`config.mk`:
```
export PLATFORM = sky130hd
export DESIGN_NAME = cic_decim_mch
export DESIGN_NICKNAME = d
export VERILOG_FILES = /design/src/rtl/cic_decim_mch.sv
export SDC_FILE = /design/constraint.sdc
export NUM_CORES = 2
export LEC_CHECK = 0
export CAP_MARGIN = 25
export CELL_PAD_IN_SITES_DETAIL_PLACEMENT = 0
export CELL_PAD_IN_SITES_GLOBAL_PLACEMENT = 2
export CORE_ASPECT_RATIO = 2
export CORE_MARGIN = 3
export CORE_UTILIZATION = 35
export CTS_BUF_LIST = sky130_fd_sc_hd__clkbuf_2
export CTS_CLUSTER_SIZE = 28
export DETAILED_ROUTE_END_ITERATION = 8
export PLACE_DENSITY = 0.64
export SYNTH_ARGS = -nofsm -noshare
export SYNTH_HDL_FRONTEND = slang
export SYNTH_SLANG_ARGS = --single-unit
```
`constraint.sdc`:
```
create_clock -name clk_i -period 49.3 [get_ports clk_i]
set_input_delay 7.395 -clock clk_i [delete_from_list [all_inputs] [get_ports clk_i]]
set_output_delay 7.395 -clock clk_i [all_outputs]
set_load 0.02 [all_outputs]
```
`src/rtl/cic_decim_mch.sv`:
```
// Multi-channel CIC decimator. All channels share one rate counter, one flush
// counter and one pipeline tag chain; each channel has its own integrators,
// sampler, comb stages with differential delay M, and a round/saturate output.
module cic_decim_mch #(
    parameter int NCH           = 2,
    parameter int DATAIN_WIDTH  = 16,
    parameter int DATAOUT_WIDTH = 16,
    parameter int N             = 5,
    parameter int M             = 2,
    parameter int MAXRATE       = 64,
    parameter int BITGROWTH     = 35,
    parameter int RATE_WIDTH    = 7,
    parameter int DEFAULT_RATE  = 64
) (
    input  logic                         clk_i,
    input  logic                         rst_n_i,
    input  logic [NCH*DATAIN_WIDTH-1:0]  data_i,
    input  logic                         valid_i,
    input  logic [RATE_WIDTH-1:0]        ratio_i,
    input  logic                         ratio_wr_i,
    output logic [RATE_WIDTH-1:0]        ratio_o,
    output logic [NCH*DATAOUT_WIDTH-1:0] data_o,
    output logic                         valid_o,
    output logic [NCH-1:0]               sat_o
);

    localparam int W     = DATAIN_WIDTH + BITGROWTH;
    localparam int S     = W - DATAOUT_WIDTH;
    localparam int FLUSH = N * M;
    localparam int FW    = $clog2(FLUSH + 1);
    localparam int DEF_CLAMPED = (DEFAULT_RATE < 2) ? 2 :
                                 (DEFAULT_RATE > MAXRATE) ? MAXRATE : DEFAULT_RATE;

    logic [RATE_WIDTH-1:0] ratio_clamped;
    logic [RATE_WIDTH-1:0] cnt;
    logic [FW-1:0]         flush_cnt;
    logic                  tick;
    logic [N+1:0]          stg_v;   // bit i: stage i (0 = sampler, 1..N = combs, N+1 = round) updated last edge
    logic [N+1:0]          stg_e;   // matching tag: this tick is outside the flush window
    logic                  emit;

    // Clamp the requested ratio into the supported range.
    always_comb begin
        // NOTE: default assigned first so every path drives the signal and no latch is inferred.
        ratio_clamped = ratio_i;
        if (ratio_i < RATE_WIDTH'(2))
            ratio_clamped = RATE_WIDTH'(2);
        else if (int'(ratio_i) > MAXRATE)
            ratio_clamped = RATE_WIDTH'(MAXRATE);
    end

    // A sample strobe coincident with a ratio write never counts toward the new frame.
    assign tick = valid_i && !ratio_wr_i && (cnt == ratio_o - RATE_WIDTH'(1));
    assign emit = stg_v[N+1] && stg_e[N+1] && !ratio_wr_i;

    // Ratio register, rate counter and flush counter.
    always_ff @(posedge clk_i) begin
        // NOTE: state uses non-blocking assignments so every register samples pre-edge values.
        if (!rst_n_i) begin
            ratio_o   <= RATE_WIDTH'(DEF_CLAMPED);
            cnt       <= '0;
            flush_cnt <= '0;
        end else if (ratio_wr_i) begin
            ratio_o   <= ratio_clamped;
            cnt       <= '0;
            flush_cnt <= FW'(FLUSH);
        end else begin
            if (valid_i)
                cnt <= tick ? '0 : cnt + RATE_WIDTH'(1);
            if (tick && flush_cnt != '0)
                flush_cnt <= flush_cnt - FW'(1);
        end
    end

    // Tag chain tracking which pipeline stage updates next; a write drops everything in flight.
    always_ff @(posedge clk_i) begin
        if (!rst_n_i || ratio_wr_i) begin
            stg_v <= '0;
            stg_e <= '0;
        end else begin
            stg_v <= {stg_v[N:0], tick};
            stg_e <= {stg_e[N:0], flush_cnt == '0};
        end
    end

    // Shared output strobe.
    always_ff @(posedge clk_i) begin
        if (!rst_n_i) valid_o <= 1'b0;
        else          valid_o <= emit;
    end

    for (genvar k = 0; k < NCH; k++) begin : g_ch
        logic signed [DATAIN_WIDTH-1:0]  x_in;
        logic signed [W-1:0]             integ [N];
        logic signed [W-1:0]             samp;
        logic signed [W-1:0]             comb  [N];
        logic signed [W-1:0]             comb_in [N];
        logic signed [W-1:0]             dly   [N][M];
        logic signed [W:0]               full_ext;
        logic signed [DATAOUT_WIDTH:0]   q_next;
        logic signed [DATAOUT_WIDTH:0]   q;
        logic [DATAOUT_WIDTH-1:0]        dout;
        logic                            sat;

        assign x_in     = data_i[k*DATAIN_WIDTH +: DATAIN_WIDTH];
        assign comb_in[0] = samp;
        for (genvar i = 1; i < N; i++) begin : g_cin
            assign comb_in[i] = comb[i-1];
        end
        assign full_ext = {comb[N-1][W-1], comb[N-1]};

        if (S > 0) begin : g_rnd
            logic signed [W:0] rnd_sum;
            assign rnd_sum = full_ext + ((W+1)'(1) <<< (S-1));
            assign q_next  = rnd_sum[W:S];
        end else begin : g_nornd
            assign q_next = full_ext;
        end

        // Integrator cascade, wrapping modulo 2^W, advancing only on valid_i.
        always_ff @(posedge clk_i) begin
            if (!rst_n_i) begin
                for (int i = 0; i < N; i++) integ[i] <= '0;
            end else if (valid_i) begin
                integ[0] <= integ[0] + W'(x_in);
                for (int i = 1; i < N; i++) integ[i] <= integ[i] + integ[i-1];
            end
        end

        // Decimating sampler takes the last integrator before this edge's update.
        always_ff @(posedge clk_i) begin
            if (!rst_n_i || ratio_wr_i) samp <= '0;
            else if (tick)              samp <= integ[N-1];
        end

        // Comb stages, each firing one cycle after its predecessor.
        always_ff @(posedge clk_i) begin
            if (!rst_n_i) begin
                // NOTE: delay lines are a handful of registers, so they take the same clear as all other state.
                for (int i = 0; i < N; i++) begin
                    comb[i] <= '0;
                    for (int j = 0; j < M; j++) dly[i][j] <= '0;
                end
            end else if (ratio_wr_i) begin
                for (int i = 0; i < N; i++)
                    for (int j = 0; j < M; j++) dly[i][j] <= '0;
            end else begin
                for (int i = 0; i < N; i++) begin
                    if (stg_v[i]) begin
                        comb[i]   <= comb_in[i] - dly[i][M-1];
                        dly[i][0] <= comb_in[i];
                        for (int j = 1; j < M; j++) dly[i][j] <= dly[i][j-1];
                    end
                end
            end
        end

        // Rounding register between the last comb and the saturating output.
        always_ff @(posedge clk_i) begin
            if (!rst_n_i)      q <= '0;
            else if (stg_v[N]) q <= q_next;
        end

        // Saturating output register; holds between strobes.
        always_ff @(posedge clk_i) begin
            if (!rst_n_i) begin
                dout <= '0;
                sat  <= 1'b0;
            end else if (emit) begin
                if (q[DATAOUT_WIDTH] != q[DATAOUT_WIDTH-1]) begin
                    dout <= q[DATAOUT_WIDTH] ? {1'b1, {(DATAOUT_WIDTH-1){1'b0}}}
                                             : {1'b0, {(DATAOUT_WIDTH-1){1'b1}}};
                    sat  <= 1'b1;
                end else begin
                    dout <= q[DATAOUT_WIDTH-1:0];
                    sat  <= 1'b0;
                end
            end
        end

        assign data_o[k*DATAOUT_WIDTH +: DATAOUT_WIDTH] = dout;
        assign sat_o[k] = sat;
    end

endmodule
```
==> metrics <==
Reg2Reg Setup Slack 43.94 ns; clock skew after layout 0.195 ns; die area about 380000 sq um; DRC violations left 0; Worst-path clk slew 0.10 ns; Yosys reg bits around 2.2k; FF-to-FF path depth 16; H-tree Lvls 6; largest net degree at the start of global routing about 220; CP max FO around 170; RSZ-0062 raised after global routing false; Hold-fix buffers, CTS 0; EDFF count, synth slightly below 2k; Tot GR Track Use 17.2%; fmax 93.4 MHz; Async SR Flop Fraction 0%; Pwr Density ~31 nW/um^2; Placed Area 137000 sq um; clk sinks about 2.2k; hold-critical path depth 1; Worst Setup SP ratio_wr_i; vias in the first global route ~99k; total CTS buffers 547; CTS root buffer clkbuf_2; Hold Crit Start stg_e[2]; FF/Latch Area 63300 sq um; Synth cell types 94; Yosys warnings 0; hold crit path type reg -> reg; Initial DRC Count 3709; Synth Net Count 14.0k; row count around 320; Finished Cell Area about 140000 sq um; total wire length ~340000 um; Initial Util approximately a third; wire per inst 18.3 um; arrival time worst endpoint about 12 ns; leak pwr 63.4 nW; Post-synth top flop edfxtp_1; dpl hpwl 252000 um; fill cell count between 30k and 40k; Die Width 440 um; Avg Cell Area, Syn 10.2 sq um; reg2reg start g_ch[0].comb[0][0]; Post-DRT Antenna Nets 0; Core ar. ~370000 sq um; Max Root-Sink Buffers 4; status finished clean; largest area contributor in the netlist edfxtp_1; most frequent cells in the layout edfxtp_1, nor2_1, and3_1, ha_1, a21oi_1; Pre-antenna DRT Iters 7; initial antenna violation count 10; register area share after synthesis between 40% and 50%; crit start category input pin; share of cells above drive strength 1 7.82%; routed vias approximately 95k; Crit Path Class in -> reg; Tot Pwr 4.38 mW; Slew Viols, Final 0; IO Port Bufs 84; Yosys top cell area share about 45%; nets approximately 14k; CP Capture Type flip-flop; global-route wire length before repair 529000 um; worst min-delay path endpoint stg_e[3]; worst hold slack ~0.44 ns; Slew @ Worst Pin about 1.1 ns; Netlist Area Pre-Place 132000 sq um; worst r2r dst g_ch[0].comb[0][101]; total grt overflow 0; Multi-input gate area between 60000 and 70000 sq um; setup tns final 0 ns; clk_lat worst skew 1.88 ns; top post-synthesis cells by area edfxtp_1, ha_1, and3_1; IO Pins 85; min cycle time layout 10.71 ns; Avg Vias per Cell just over 5; area grow syn2layout 8.15%; cell count after synthesis 12.9k; Tcrit/Tclk final between 20% and 30%; Die Y 873 um; setup violators final 0; routability congestion estimate from global placement between 0.8 and 0.9; Hold Vio Cnt, Final 0; Post-CTS Resized 0; CP required 50.83 ns; max-cap viol count 0; most common cell after layout, fill and taps aside edfxtp_1; postcts setup bufs 0; maximum vdd drop 0.0143 mV; TritonCTS clock tree done; Worst slew margin 25.2%
[state kept, by name (all words and copies together), names as in the netlist, 32 cells and up]
name	flops
g_ch.dout	32
g_ch.integ	510
g_ch.samp	102
g_ch.dly	1020
g_ch.q	34
g_ch.comb	442
[layout make-up]
| class | count | area share (%) |
|---|---|---|
| inverter | 743 | 1.96 |
| timing repair buffer | 170 | 1.10 |
| tap | 4944 | 4.35 |
| multi-input combinational | 9412 | 44.6 |
| antenna | 16 | 0.0281 |
| clock inverter | 146 | 0.698 |
| clock buffer | 798 | 2.81 |
| sequential | 2175 | 44.5 |
[worst max-delay path, stage by stage]
cell,delay (ns)
clkdlybuf4s50_1,0.47
buf_4,0.26
nor2b_4,0.10
buf_4,0.31
nand2_1,0.26
inv_1,0.14
nor4_1,0.54
and2_4,0.75
buf_4,0.59
buf_12,0.41
nor3_1,0.14
a31oi_1,0.17
o311ai_0,0.14
[how the worst max path moves through the flow]
stage	endpoint	depth (start not counted)	slack, ns
2_1_floorplan	g_ch[0].integ[0][0]	2	28.54
3_3_place_gp	g_ch[1].comb[0][50]	13	36.67
3_5_place_dp	g_ch[1].comb[0][50]	13	36.72
4_1_cts	ratio_o[0]	1	38.30
5_1_grt	ratio_o[0]	1	38.26
6_report	g_ch[1].comb[0][50]	13	38.59
[cells in the mapped netlist, drive strengths merged, types with 19 or more instances]
library cell / count
and4: 20
or3: 30
a211o: 32
mux2i: 113
a31oi: 131
xor2: 412
nor2b: 181
inv: 743
a31o: 19
nor3b: 26
nor4: 24
ha: 1007
or2: 27
nand2: 650
a221oi: 27
o31a: 19
o31ai: 55
xnor2: 459
clkbuf: 558
o21bai: 140
buf: 24
a211oi: 86
nand3: 232
o22ai: 22
o211a: 50
nand4: 158
a41oi: 25
o21a: 103
a21oi: 978
and2: 87
edfxtp: 1972
dfxtp: 203
a21o: 623
a311oi: 19
a21boi: 60
nor3: 151
and3: 1123
nor2: 1355
o21ai: 553
nand2b: 175
o211ai: 45
[where the power goes]
part	switching, mW	internal, mW
sequential	0.0699	2.12
combinational	0.561	0.360
clock	0.763	0.504
[routing by layer]
layer	GRT usage, %	up-vias	wire length, um
met1	16.6	44500	120000
met2	34.4	1422	189000
met3	2.49	796	10500
li1	-	47800	-
met4	8.52	8	17400
met5	0	-	51
[per-stage QoR]
stage	setup WS (ns)	instances	util (%)
global route	38.26	18400	38.1
floorplan	28.54	12900	-
finish	38.59	18400	38.1
global placement	36.67	17400	36.7
detailed placement	36.72	17400	36.8
CTS	38.30	18400	38.1
[cell families after synthesis]
kind of cell,Yosys count,synth area share (%)
adder cells (fa/ha/maj),1025,9.85
AND/OR/NAND/NOR,4270,16.2
flip-flops,2175,48.1
XOR/XNOR,871,5.80
AO/OA/AOI/OAI,3133,15.4
multiplexers,113,0.859
buffers and inverters,1325,3.79
(Power assumes the default switching activity.)
